`src/rtl/delay_15_pkg.sv`:
```
// delay_15_pkg: shared types and constants for the delay_15 line and its controller.
package delay_15_pkg;
    localparam int DELAY_W = 4;
    localparam int FLUSH_DEFAULT = 16;
    typedef logic [DELAY_W-1:0] delay_t;
    typedef enum logic {ST_FLUSH, ST_RUN} ctrl_state_t;
endpackage

```
`src/rtl/delay_15.sv`:
```
// delay_15: serial delay line with a runtime-selectable tap of 0..15 cycles.
module delay_15
    import delay_15_pkg::*;
(
    input  logic   clk_i,
    input  logic   rst_i,
    input  logic   data_i,
    input  delay_t data_delay_i,
    output logic   data_o
);
    logic [14:0] shreg_q;
    logic [15:0] tap;
    // tap[k] is data_i from k cycles ago; tap[0] is the live input
    assign tap = {shreg_q, data_i};
    assign data_o = tap[data_delay_i];
    always_ff @(posedge clk_i) begin
        if (rst_i) shreg_q <= '0;
        else       shreg_q <= {shreg_q[13:0], data_i};
    end
endmodule

```
`src/rtl/delay_15_ctrl.sv`:
```
// delay_15_ctrl: applies handshaked delay changes to delay_15 and blanks the
// output qualifier for a fixed flush window after each change or reset.
module delay_15_ctrl #(
    parameter int DELAY_W      = delay_15_pkg::DELAY_W,
    parameter int FLUSH_CYCLES = delay_15_pkg::FLUSH_DEFAULT
) (
    input  logic               clk_i,
    input  logic               rst_i,
    input  logic [DELAY_W-1:0] cfg_delay_i,
    input  logic               cfg_valid_i,
    output logic               cfg_ready_o,
    input  logic               data_i,
    output logic               data_o,
    output logic               data_valid_o,
    output logic [DELAY_W-1:0] delay_o,
    output logic               busy_o
);
    import delay_15_pkg::*;
    localparam logic [7:0] FLUSH_INIT = 8'(FLUSH_CYCLES - 1);
    ctrl_state_t        state_q, state_d;
    logic [7:0]         flush_cnt_q, flush_cnt_d;
    logic [DELAY_W-1:0] delay_q, delay_d;
    logic               change;
    always_ff @(posedge clk_i) begin
        if (rst_i) begin
            state_q     <= ST_FLUSH;
            flush_cnt_q <= FLUSH_INIT;
            delay_q     <= '0;
        end else begin
            state_q     <= state_d;
            flush_cnt_q <= flush_cnt_d;
            delay_q     <= delay_d;
        end
    end
    // Same-value requests are consumed without restarting the flush
    always_comb begin
        change      = cfg_valid_i && state_q == ST_RUN && cfg_delay_i != delay_q;
        delay_d     = change ? cfg_delay_i : delay_q;
        flush_cnt_d = change ? FLUSH_INIT
                    : (state_q == ST_FLUSH && flush_cnt_q != 8'd0) ? flush_cnt_q - 8'd1
                    : flush_cnt_q;
        state_d     = change ? ST_FLUSH
                    : (state_q == ST_FLUSH && flush_cnt_q == 8'd0) ? ST_RUN
                    : state_q;
    end
    always_comb begin
        cfg_ready_o  = state_q == ST_RUN;
        data_valid_o = state_q == ST_RUN;
        busy_o       = state_q == ST_FLUSH;
        delay_o      = delay_q;
    end
    delay_15 u_delay (
        .clk_i        (clk_i),
        .rst_i        (rst_i),
        .data_i       (data_i),
        .data_delay_i (delay_t'(delay_q)),
        .data_o       (data_o)
    );
endmodule

```
`config.mk`:
```
export PLATFORM = sky130hd
export DESIGN_NAME = delay_15_ctrl
export DESIGN_NICKNAME = d
export VERILOG_FILES = /design/src/rtl/delay_15_pkg.sv /design/src/rtl/delay_15.sv /design/src/rtl/delay_15_ctrl.sv
export SDC_FILE = /design/constraint.sdc
export NUM_CORES = 1
export LEC_CHECK = 0
export CAP_MARGIN = 20
export CORE_MARGIN = 3
export CORE_UTILIZATION = 40
export CTS_CLUSTER_DIAMETER = 150
export DETAILED_ROUTE_END_ITERATION = 10
export PLACE_DENSITY = 0.69
export SLEW_MARGIN = 20
export SYNTH_ARGS = -nofsm -noshare
export SYNTH_HDL_FRONTEND = slang
export SYNTH_SLANG_ARGS = --single-unit
```
`constraint.sdc`:
```
create_clock -name clk_i -period 1.6 [get_ports clk_i]
set_input_delay 0.24 -clock clk_i [delete_from_list [all_inputs] [get_ports clk_i]]
set_output_delay 0.24 -clock clk_i [all_outputs]
set_load 0.05 [all_outputs]
```
==> impl.org, run 1 <==
** Global route
- Antenna violations before repair :: 0
- Total routing usage reported by global routing :: between 10% and 20%
- The via count of the first global-routing pass was 817.
- Entering global routing, the biggest net connects 20 pins.
- The first global-routing pass estimated between 3 and 4 mm of wire.
- GRT Residual Overflow :: 0

** Timing
- Final Critical Period :: approximately 2.0 ns
- Top achievable clock speed :: between 500 and 600 MHz
- Count of final hold-check violations :: 0
- Setup repair after global routing could not meet its margin everywhere.
- The final max-slew violation count came to 0.
- Setup violations remaining at the end of the flow were counted as 1.
- The final critical path takes up 124% of the cycle.
- At the pin with the least slew margin, the transition time is between 0.4 and 0.5 ns.
- The worst pin sits at a relative slew slack of between 70 and 80%.
- Between clock sinks in the finished design, the worst skew comes to around 0.0096 ns.
- Minimum setup slack in the final design :: -0.384 ns

** Floorplan
- Once the floorplan was initialized, standard cells occupied 42.5% of the core.
- Horizontal die dimension :: roughly 60 um
- Die height :: between 60 and 70 um
- After floorplanning, the core was divided into 19 placement rows.
- Number of placed I/O pins :: 16
- The die covers 0.00364 mm^2.
- The core region is 0.00278 mm^2.

** Power
- Post-route total power :: 1.28 mW
- Leak pwr :: roughly 0.63 nW
- In this run, the combinational gates consume 8.9% of the power.
- Per report_power, the sequential group accounts for 55.5% of the total.
- Fraction of power spent switching nets :: between 20% and 30%
- Clock network fraction of total power :: 35.6%
- Summed over all nets, the switching power comes to between 0.2 and 0.3 mW.
- IR analysis of the VDD net gives a maximum drop of approximately 890 uV.
- Internal cell power :: between 1 and 1.5 mW
- P per Cell Area :: roughly 800 mW/mm^2

** Drt
- Wire length per cell :: approximately 13 um
- Drt drc :: 0
- Wires add up to around 2.4 mm.
- DR vias :: approximately 890
- The first routing iteration left 30 violations.
- The pre-antenna-repair detailed-routing pass consisted of 4 iterations.
- Antenna Violating Nets Remaining :: 0
- In the routed layout, each cell is associated on average with a via count of 5.05.

** Status
- The flow ran to the end, but the final reports show violations.
- Failing checks :: setup timing

** CTS
- Clk sinks :: 28
- For this design, the CTS-stage hold fixing added 0 buffers.
- The root buffer cell chosen for the clock tree is sky130_fd_sc_hd__clkbuf_4.
- CTS H-Tree Depth :: 1
- After clock tree synthesis, the clock-pin slew on the worst setup and hold paths is 0.15 ns.
- Clock latency of the later-clocked register in the worst-skew pair :: 0.32 ns
- TritonCTS built the clock tree.
- In this run the deepest clock path goes through 2 buffers.
- Buffers inserted during clock tree synthesis total 3.

** Synthesis
- A synthesized cell averages roughly 10 um^2.
- In this run, synthesis inferred 0 flip-flops with an integrated enable.
- Cell with the most instances after synthesis :: sky130_fd_sc_hd__dfxtp_1
- Yosys attributes the largest share of cell area to sky130_fd_sc_hd__dfxtp_1 (47%), sky130_fd_sc_hd__nor2b_1 (9.0%), sky130_fd_sc_hd__mux4_2 (7.6%).
- After synthesis, the most frequently instantiated cells are sky130_fd_sc_hd__dfxtp_1 (28), sky130_fd_sc_hd__nor2b_1 (17), sky130_fd_sc_hd__a21oi_1 (9).
- Area share of the largest cell type after synthesis :: 47.5%
- Counting flops and latches in the post-synthesis netlist gives 28.
- Cell type contributing the most total cell area after synthesis :: sky130_fd_sc_hd__dfxtp_1
- Synthesized area :: roughly 0.0012 mm^2
- Sequential cell area fraction in the yosys report :: a little under half
- In the synthesized netlist, the number of instances is roughly 120.
- Counting distinct cell types in the post-synthesis netlist gives 30.
- In the synthesized netlist the dominant register cell turns out to be sky130_fd_sc_hd__dfxtp_1.
- The number of nets in the synthesized netlist is ~120.
- Share of flip-flops with an asynchronous set or reset :: 0%
- Warnings from Yosys :: 0

** Setup path
- Delay of the slowest critical-path stage :: roughly 0.5 ns
- In this run the worst setup path begins at delay_o[0].
- Critical Path, Cell by Cell :: mux4_2 -> nor2b_4 -> a211oi_4 -> a21oi_4 -> buf_6
- Total buffers and inverters traversed by the critical path :: 1
- Critical-path maximum fanout :: 4
- Critical path depth :: 5
- CP top delay family :: multiplexers
- The worst register-to-register path begins at flush_cnt_q[1].
- Slowest-stage cell, CP :: sky130_fd_sc_hd__mux4_2
- The number of cells on the worst reg-to-reg path is 5.
- For flop-to-flop paths, the worst setup slack is roughly 0.05 ns.
- Worst R2R End :: flush_cnt_q[4]
- At the worst endpoint, the required time is about 1.4 ns.
- Critical path start-end classification :: reg -> out
- For the worst setup path, the data arrival time is 1.74 ns.
- Category of the worst setup path capture point :: output pin
- Kind of launch point of the worst setup path :: register
- The critical path ends at data_o.

** Flow run
- Max-cap violations in this run came to 0.

** Cells and area
- The finished layout holds roughly 180 standard cells, fillers aside.
- Fraction of layout cells with a size suffix above 1 :: between 30% and 40%
- After the last flow step, the layout net total stands at 156.
- Util after Layout :: 58.3%
- # diodes :: 0
- Area growth, synth to finish :: 37.4%

** Place
- Placed cell count :: between 150 and 200
- Routability-driven placement finished with a final weighted congestion of between 0.8 and 0.9.
- Setup WS pre-CTS :: -0.328 ns
- Count of port buffers added during placement :: 15
- Detailed placement finished with a half-perimeter wire length of around 1.8 mm.

** Min path
- Class of the tightest hold or removal check :: reg -> reg
-- repair_timing --
item / CTS / global route
buffers inserted: 1 / 3
resized for setup: 7 / 3
endpoints found under the setup margin: 10 / 4
pin swaps: 1 / 5
-- power groups by stage --
stage	clock, mW	combinational [mW]	sequential [mW]
final	0.457	0.114	0.712
after global routing	0.503	0.125	0.714
after CTS	0.478	0.103	0.711
after detailed placement	0	0.0960	0.726
after global placement	0	0.0928	0.726
after floorplan	0	0.0521	0.725
-- cell usage in the layout (no fill, tap or decap), drive strengths merged, types with 4 or more instances in the layout --
| cell | instances |
|---|---|
| nand2 | 6 |
| nor2 | 8 |
| dfxtp | 28 |
| nand3 | 5 |
| inv | 6 |
| nor2b | 17 |
| clkdlybuf4s50 | 7 |
| mux4 | 4 |
| buf | 26 |
| a21oi | 9 |
| xor2 | 4 |
-- kinds of logic after synthesis --
kind of cell	share of synthesized area [%]
buf+inv	4.98
simple gates	21.1
mux	10.2
flops	47.5
fa+ha+maj	1.06
xor+xnor	3.71
compound gates	11.5
-- layer usage --
metal | vias up | GRT usage (%) | share of wire [%]
met3 | 2 | 2.77 | 3.6
met5 | - | 0 | 0
li1 | 460 | - | -
met4 | 0 | 4.75 | 0.71
met2 | 13 | 20.1 | 46
met1 | 419 | 20.6 | 50
-- how the worst min path moves through the flow --
stage / start / to / slack, ns / cells past startpoint
after CTS: u_delay.shreg_q[5] / u_delay.shreg_q[6] / 0.48 / 1
after global placement: u_delay.shreg_q[5] / u_delay.shreg_q[6] / 0.44 / 1
final: u_delay.shreg_q[5] / u_delay.shreg_q[6] / 0.48 / 1
after detailed placement: u_delay.shreg_q[5] / u_delay.shreg_q[6] / 0.45 / 1
after global routing: data_i / u_delay.shreg_q[0] / 0.48 / 2
after floorplan: data_i / u_delay.shreg_q[0] / 0.37 / 1
-- registers in the layout, summed over array words and instances, names as in the netlist --
register         count
flush_cnt_q          8
u_delay.shreg_q     15
cfg_ready_o          1
delay_o              4
-- final cells by class --
cell class / instances / area, um^2
timing repair buffer: 33 / 294
tap: 31 / 38.8
fill: 229 / 1160
sequential: 28 / 576
clock inverter: 1 / 30.0
clock buffer: 3 / 22.5
multi-input combinational: 75 / 639
inverter: 6 / 22.5
-- stage by stage --
stage	hold WS [ns]	setup TNS [ns]	area, um^2
final	0.477	-0.384	1620
after floorplan	0.368	-0.148	1240
after global routing	0.478	-0.496	1620
after detailed placement	0.451	-2.97	1500
after global placement	0.443	-1.97	1500
after CTS	0.475	-0.437	1580
Note: power is estimated with default switching activity, not from simulation.
==> inputs of run 2 (changes only) <==
--- a/config.mk
+++ b/config.mk
@@ -8,7 +8,6 @@
 export CAP_MARGIN = 20
 export CORE_MARGIN = 3
 export CORE_UTILIZATION = 40
-export CTS_CLUSTER_DIAMETER = 150
 export DETAILED_ROUTE_END_ITERATION = 10
 export PLACE_DENSITY = 0.69
 export SLEW_MARGIN = 20
==> constraint.sdc (replaced) <==
create_clock -name clk_i -period 1.6 [get_ports clk_i]
set_input_delay 0.32 -clock clk_i [delete_from_list [all_inputs] [get_ports clk_i]]
set_output_delay 0.32 -clock clk_i [all_outputs]
set_load 0.05 [all_outputs]
==> run 2 against run 1 <==
The flow still finishes with violations (setup timing); setup slack worse by 0.066 ns; critical path type unchanged; register-to-register slack worse by 0.04 ns; combinational power about the same; clock-buffer cell count up 1; final area up 3.8%; maximum frequency down 3.2%; cell count up 0.56%; clock power down 26%; clock skew down 0.0025 ns; global-route usage up 1.8 points.
==> impl.org, run 2 (synthesis results as in run 1) <==
** Timing
- The achievable clock frequency was 488 MHz (was 504 MHz).
- The slew at the pin closest to its max-slew limit was 0.448 ns (was 0.411 ns).
- Unrepaired setup endpoints after global routing :: true (unchanged)
- The final-layout worst hold slack was 0.470 ns (was 0.477 ns).
- Worst clock skew :: 0.00714 ns (was 0.00961 ns)
- Count of final hold-check violations :: 0 (unchanged)
- The final setup violation count came to 1 (unchanged).
- The time the final worst path needs with I/O delays and setup was 2.05 ns (was 1.98 ns).
- Period Utilization, post-route :: 128% (was 124%)
- The headroom to the max-slew limit was 70.0% (was 72.4%).
- Minimum setup slack in the final design :: -0.450 ns (was -0.384 ns)
- Final max-slew violation count :: 0 (unchanged)

** Drt
- The total iterations of the first detailed-routing run is 4 (unchanged).
- The routed via count was 926 (was 894).
- Wire length per cell :: 13.9 um (was 13.5 um)
- The final wirelength came to 2.47 mm (was 2.38 mm).
- Starting DRT DRC Count :: 31 (was 30)
- The DRC violation count after routing was 0 (unchanged).
- The count of nets left with antenna violations after detail routing came to 0 (unchanged).
- The number of vias per cell is 5.20 (was 5.05).

** Floorplan
- Horizontal die dimension :: 60.3 um (unchanged)
- Die height :: 60.3 um (unchanged)
- The effective utilization at floorplan was 42.5% (unchanged).
- The site row count is 19 (unchanged).
- The full die area came to 0.00364 mm^2 (unchanged).
- The area inside the core boundary came to 0.00278 mm^2 (unchanged).
- Number of placed I/O pins :: 16 (unchanged)

** CTS
- The number of clock sinks is 28 (unchanged).
- Max Root-Sink Buffers :: 2 (unchanged)
- The clock-pin slew on the worst setup and hold paths was 0.15 ns (about the same).
- Library cell used as clock root buffer :: sky130_fd_sc_hd__clkbuf_4 (unchanged)
- The deepest level of the CTS H-tree came to 1 (unchanged).
- The clock latency reported for the late side of the worst-skew pair is 0.32 ns (about the same).
- The total of hold buffers inserted after clock tree synthesis came to 0 (unchanged).
- The CTS tree is done (unchanged).
- TritonCTS buffer count :: 3 (unchanged)

** Global route
- The overall track demand over capacity in global routing came to 15.7% (was 13.9%).
- The layer carrying the most global-route usage is met2 (was met1).
- Met2 demand-to-capacity share in global routing :: 24.1% (was 20.1%)
- First-pass GRT wire length :: 4.22 mm (was 3.81 mm)
- Via count of the first global-routing pass :: 929 (was 817)
- The global routing usage on met3 is 4.04% (was 2.77%).
- Antenna violations before repair :: 0 (unchanged)
- The pin count of the biggest net entering global routing came to 20 (unchanged).
- The routing usage on met1 is 21.8% (was 20.6%).
- GRT Residual Overflow :: 0 (unchanged)

** Cells and area
- Net total in the final layout :: 157 (was 156)
- Area growth, synth to finish :: 42.6% (was 37.4%)
- Number of flip-flops under the largest register name :: 15 (unchanged)
- The layout filler cell count was 218 (was 229).
- The share of cells above drive strength 1 was 40.8% (was 38.4%).
- Multi-input gate area in the final layout :: 647 um^2 (was 639 um^2)
- The register with the most flip-flops is u_delay.shreg_q (unchanged).
- Util after Layout :: 60.5% (was 58.3%)
- Commonest non-fill, non-tap cells in the layout: sky130_fd_sc_hd__dfxtp_1 (22), sky130_fd_sc_hd__buf_4 (19), sky130_fd_sc_hd__nor2b_1 (16) (was sky130_fd_sc_hd__buf_4 (23), sky130_fd_sc_hd__dfxtp_1 (22), sky130_fd_sc_hd__nor2b_1 (16)).
- Most common cell after layout, fill and taps aside :: sky130_fd_sc_hd__dfxtp_1 (was sky130_fd_sc_hd__buf_4)
- FF+latch area :: 576 um^2 (unchanged)
- The post-route cell area is 0.00168 mm^2 (was 0.00162 mm^2).
- # diodes :: 0 (unchanged)

** Setup path
- The critical path buffer and inverter count came to 1 (unchanged).
- CP top delay family :: multiplexers (unchanged)
- Critical-path maximum fanout :: 3 (was 4)
- The cell type of the slowest stage on the worst timing path is sky130_fd_sc_hd__mux4_2 (unchanged).
- Setup slack, reg-to-reg :: 0.01 ns (was 0.05 ns)
- The element type at the critical path end is an output pin (unchanged).
- Reg2Reg Launch Point :: flush_cnt_q[1] (unchanged)
- The launching element type of the critical path was a register (unchanged).
- The count of cells along the worst register-to-register path is 5 (unchanged).
- CP Data Arrival Time :: 1.73 ns (was 1.74 ns)
- The largest incremental delay on the critical path was 0.49 ns (about the same).
- The data required time at the worst endpoint is 1.28 ns (was 1.36 ns).
- Critical Path, Cell by Cell :: mux4_2 -> nor2b_4 -> a211oi_4 -> a21oi_4 -> buf_6 (unchanged)
- Worst R2R End :: flush_cnt_q[4] (unchanged)
- Critical path start-end classification :: reg -> out (unchanged)

** Place
- The number of buffers added on ports was 15 (unchanged).
- Last weighted congestion value of the routability-driven placer :: 0.816 (was 0.823)
- The half-perimeter wire length after placement came to 1.81 mm (was 1.78 mm).
- Setup WS pre-CTS :: -0.479 ns (was -0.328 ns)
- Total placed instance area :: 0.00156 mm^2 (was 0.00150 mm^2)

** Min path
- The hold path depth is 1 (unchanged).
- The path class of the lowest-slack min-delay path is reg -> reg (unchanged).
- The worst hold path endpoint is u_delay.shreg_q[8] (was u_delay.shreg_q[6]).
- The startpoint of the most critical hold path was u_delay.shreg_q[7] (was u_delay.shreg_q[5]).

** Power
- P per Cell Area :: 691 mW/mm^2 (was 790 mW/mm^2)
- Maximum VDD drop :: 709 uV (was 893 uV)
- The total chip power came to 1.16 mW (was 1.28 mW).
- The total leakage power came to 0.647 nW (was 0.635 nW).

** Status
- Outcome :: finished, violations left (unchanged)
- Failing checks: setup timing (unchanged).

** Flow run
- Total of max-cap violations :: 0 (unchanged)
[run 2: cell types whose count changed in the layout (fill, tap and decap cells not counted), sizes merged]
cell | before | now
buf | 26 | 27
bufinv | 1 | 0
clkbuf | 3 | 4
[run 2: power breakdown]
part / total, mW / internal (mW) / switching [mW]
clock: 0.338 / 0.139 / 0.198
sequential: 0.711 / 0.704 / 0.00710
combinational: 0.115 / 0.0625 / 0.0521
[run 2: how the worst max path moves through the flow]
stage / end / slack [ns] / from / cells past startpoint
2_1_floorplan: data_o / -0.23 / delay_o[0] / 5
3_3_place_gp: data_o / -0.46 / data_i / 6
3_5_place_dp: data_o / -0.48 / data_i / 6
4_1_cts: data_o / -0.49 / delay_o[0] / 5
5_1_grt: data_o / -0.53 / delay_o[0] / 5
6_report: data_o / -0.45 / delay_o[0] / 5
[run 2: timing repair]
item	in CTS	in global routing
setup buffers	4	1
pin swaps	2	4
resized for setup	7	5
hold endpoints to repair	0	0
setup endpoints to repair	9	10
[run 2: final cells by class]
cell class              instances  share of cell area (%)
clock buffers                   4                    2.15
inverters                       6                    1.34
multi-input cells              75                    38.4
flip-flops and latches         28                    34.2
well taps                      31                    2.30
repair buffers                 34                    21.6
[run 2: routing by layer]
layer	wire, um	vias to the layer above	part of all wire, %
met2	1250	18	51
met5	0	-	0
met3	100	2	4.1
li1	-	461	-
met1	1100	445	45
met4	17	0	0.69
[run 2: worst reg2reg max path: stages, from the launching register on]
cell                      delay (ns)
sky130_fd_sc_hd__dfxtp_2        0.35
sky130_fd_sc_hd__inv_2          0.06
sky130_fd_sc_hd__ha_4           0.12
sky130_fd_sc_hd__or3b_4         0.40
sky130_fd_sc_hd__or4_4          0.49
sky130_fd_sc_hd__a21oi_2        0.12
[run 2: metrics by stage]
stage | cells | setup TNS [ns]
2_1_floorplan | 115 | -0.228
3_3_place_gp | 169 | -2.89
3_5_place_dp | 169 | -3.50
4_1_cts | 177 | -0.499
5_1_grt | 178 | -0.723
6_report | 178 | -0.450
==> inputs of run 3 (changes only) <==
--- a/config.mk
+++ b/config.mk
@@ -7,9 +7,10 @@
 export LEC_CHECK = 0
 export CAP_MARGIN = 20
 export CORE_MARGIN = 3
-export CORE_UTILIZATION = 40
+export CORE_UTILIZATION = 47
 export DETAILED_ROUTE_END_ITERATION = 10
-export PLACE_DENSITY = 0.69
+export PLACE_DENSITY = 0.78
+export REMOVE_ABC_BUFFERS = 1
 export SLEW_MARGIN = 20
 export SYNTH_ARGS = -nofsm -noshare
 export SYNTH_HDL_FRONTEND = slang
==> run 3 against run 2 <==
The flow still finishes with violations (setup timing); sequential cell count unchanged; setup slack worse by 0.067 ns; critical path depth stayed put; critical path type unchanged; largest cell class unchanged.
==> impl.org, run 3 (synthesis results as in run 1) <==
** Status
- Outcome: finished, violations left (unchanged).
- Failing checks: setup timing (unchanged).

** Global route
- GRT Residual Overflow :: 0 (unchanged)
- The initial antenna violation count is 0 (unchanged).
- Via count of the first global-routing pass :: 927 (was 929)
- Total routing usage reported by global routing :: 17.4% (was 15.7%)
- The first-pass GRT wire length is 4.30 mm (was 4.22 mm).
- Pin count of the biggest net entering global routing :: 20 (unchanged)

** Power
- Maximum VDD drop :: 602 uV (was 709 uV)
- Leak pwr :: 0.621 nW (was 0.647 nW)
- P per Cell Area :: 719 mW/mm^2 (was 691 mW/mm^2)
- Post-route total power :: 1.17 mW (was 1.16 mW)

** Floorplan
- Number of placed I/O pins :: 16 (unchanged)
- Count of standard-cell rows :: 17 (was 19)
- The die boundary height came to 56.1 um (was 60.3 um).
- Total Die Area :: 0.00315 mm^2 (was 0.00364 mm^2)
- The area inside the core boundary came to 0.00230 mm^2 (was 0.00278 mm^2).
- Effective utilization at floorplan :: 51.4% (was 42.5%)
- The overall die width is 56.1 um (was 60.3 um).

** Setup path
- The category of the most critical setup path was reg -> out (unchanged).
- The register-to-register setup slack came to 0.02 ns (was 0.01 ns).
- The element type at the critical path end is an output pin (unchanged).
- The worst-path maximum fanout is 4 (was 3).
- The data required time at the worst endpoint was 1.28 ns (about the same).
- The arrival time reported for the critical path endpoint came to 1.80 ns (was 1.73 ns).
- Kind of launch point of the worst setup path :: register (unchanged)

** Drt
- The detail-routed net length per standard cell was 15.0 um (was 13.9 um).
- The number of vias per cell is 5.44 (was 5.20).
- The DRC violation count after routing came to 0 (unchanged).
- Starting DRT DRC Count :: 27 (was 31)
- Antenna Violating Nets Remaining :: 0 (unchanged)
- The routed via count was 947 (was 926).
- Number of optimization iterations in the first detailed-route pass :: 4 (unchanged)
- The final wirelength came to 2.61 mm (was 2.47 mm).

** Timing
- The final critical-path share of the clock period came to 132% (was 128%).
- The hold violation count in the final report was 0 (unchanged).
- The headroom to the max-slew limit came to 75.6% (was 70.0%).
- The minimum setup slack in the final design came to -0.517 ns (was -0.450 ns).
- The slew at the pin closest to its max-slew limit came to 0.362 ns (was 0.448 ns).
- Final Critical Period :: 2.12 ns (was 2.05 ns)
- The clock skew after layout was 0.0138 ns (was 0.00714 ns).
- Top achievable clock speed :: 472 MHz (was 488 MHz)
- Final max-slew violation count :: 0 (unchanged)
- Unrepaired setup endpoints after global routing :: true (unchanged)
- The final setup violation count was 1 (unchanged).

** CTS
- The number of clock sinks is 28 (unchanged).
- CTS clk-pin slew, worst paths :: 0.15 ns (about the same)
- The clock latency reported for the late side of the worst-skew pair was 0.34 ns (was 0.32 ns).
- The buffer depth of the longest clock path is 2 (unchanged).
- The deepest level of the CTS H-tree came to 1 (unchanged).
- Library cell used as clock root buffer :: sky130_fd_sc_hd__clkbuf_4 (unchanged)
- TritonCTS buffer count :: 3 (unchanged)
- TritonCTS clock tree :: done (unchanged)

** Cells and area
- # diodes :: 0 (unchanged)
- Commonest non-fill, non-tap cells in the layout :: sky130_fd_sc_hd__dfxtp_1 (24), sky130_fd_sc_hd__buf_4 (20), sky130_fd_sc_hd__nor2b_1 (17) (was sky130_fd_sc_hd__dfxtp_1 (22), sky130_fd_sc_hd__buf_4 (19), sky130_fd_sc_hd__nor2b_1 (16))
- The post-route cell area came to 0.00162 mm^2 (was 0.00168 mm^2).
- Area growth, synth to finish :: 37.4% (was 42.6%)
- Number of flip-flops under the largest register name :: 15 (unchanged)
- The share of cells above drive strength 1 was 34.9% (was 40.8%).
- Net total in the final layout :: 156 (was 157)
- The most frequent standard cell in the layout excluding fill and tap cells is sky130_fd_sc_hd__dfxtp_1 (unchanged).
- The non-filler instance count after layout was 174 (was 178).
- Top register by number of flip-flops :: u_delay.shreg_q (unchanged)

** Place
- Total placed instance area :: 0.00151 mm^2 (was 0.00156 mm^2)
- The cell count after placement is 169 (unchanged).
- HPWL after detailed placement :: 1.84 mm (was 1.81 mm)
- The final estimated routing congestion in global placement is 0.740 (was 0.816).
- Setup WS pre-CTS :: -0.508 ns (was -0.479 ns)
- Count of port buffers added during placement :: 15 (unchanged)

** Min path
- The path class of the lowest-slack min-delay path is reg -> reg (unchanged).

** Flow run
- Total of max-cap violations :: 0 (unchanged)
-- run 3: area by class of cell --
class	count	area [um^2]
inverter	6	22.5
multi-input combinational	75	621
tap	28	35.0
sequential	28	568
clock buffer	4	36.3
timing repair buffer	33	340
fill	171	674
-- run 3: report_power, final --
| group | switching, mW | leakage [nW] | total [mW] | internal (mW) |
|---|---|---|---|---|
| sequential | 0.00772 | 0.228 | 0.715 | 0.707 |
| combinational | 0.0487 | 0.373 | 0.100 | 0.0514 |
| clock | 0.211 | 0.0210 | 0.351 | 0.140 |
-- run 3: final timing paths --
check                                         from  cells past startpoint                  to
worst min-delay path            u_delay.shreg_q[1]                      1  u_delay.shreg_q[2]
worst min register to register  u_delay.shreg_q[1]                      1  u_delay.shreg_q[2]
worst max-delay path                    delay_o[0]                      5              data_o
worst max register to register          delay_o[0]                      5      flush_cnt_q[1]
-- run 3: timing repair --
item                       in CTS  in global routing
gates resized for setup        10                  7
setup buffers                   1                  0
hold buffers                    0                  0
pin swaps                       4                  3
setup endpoints to repair      10                  4
-- run 3: routing by layer --
layer,global-route usage [%],wire [um],up-vias,share of wire [%]
met2,27.0,1280,26,49
li1,-,-,458,-
met3,6.03,127,7,4.9
met5,0,0,-,0
met4,7.12,59,0,2.3
met1,21.9,1140,456,44
-- run 3: worst max-delay path, stage by stage (launching register included) --
cell,delay (ns)
sky130_fd_sc_hd__dfxtp_4,0.40
sky130_fd_sc_hd__mux4_2,0.48
sky130_fd_sc_hd__nor2b_1,0.14
sky130_fd_sc_hd__a211oi_1,0.16
sky130_fd_sc_hd__a21oi_1,0.07
sky130_fd_sc_hd__buf_4,0.19
-- run 3: metrics by stage --
stage	TNS (ns)	util [%]	hold WS (ns)
after detailed placement	-2.93	65.8	0.461
final	-0.517	70.6	0.466
after CTS	-0.539	69.6	0.477
after floorplan	-4.92	-	0.389
after global routing	-0.576	70.6	0.488
after global placement	-2.72	65.8	0.444
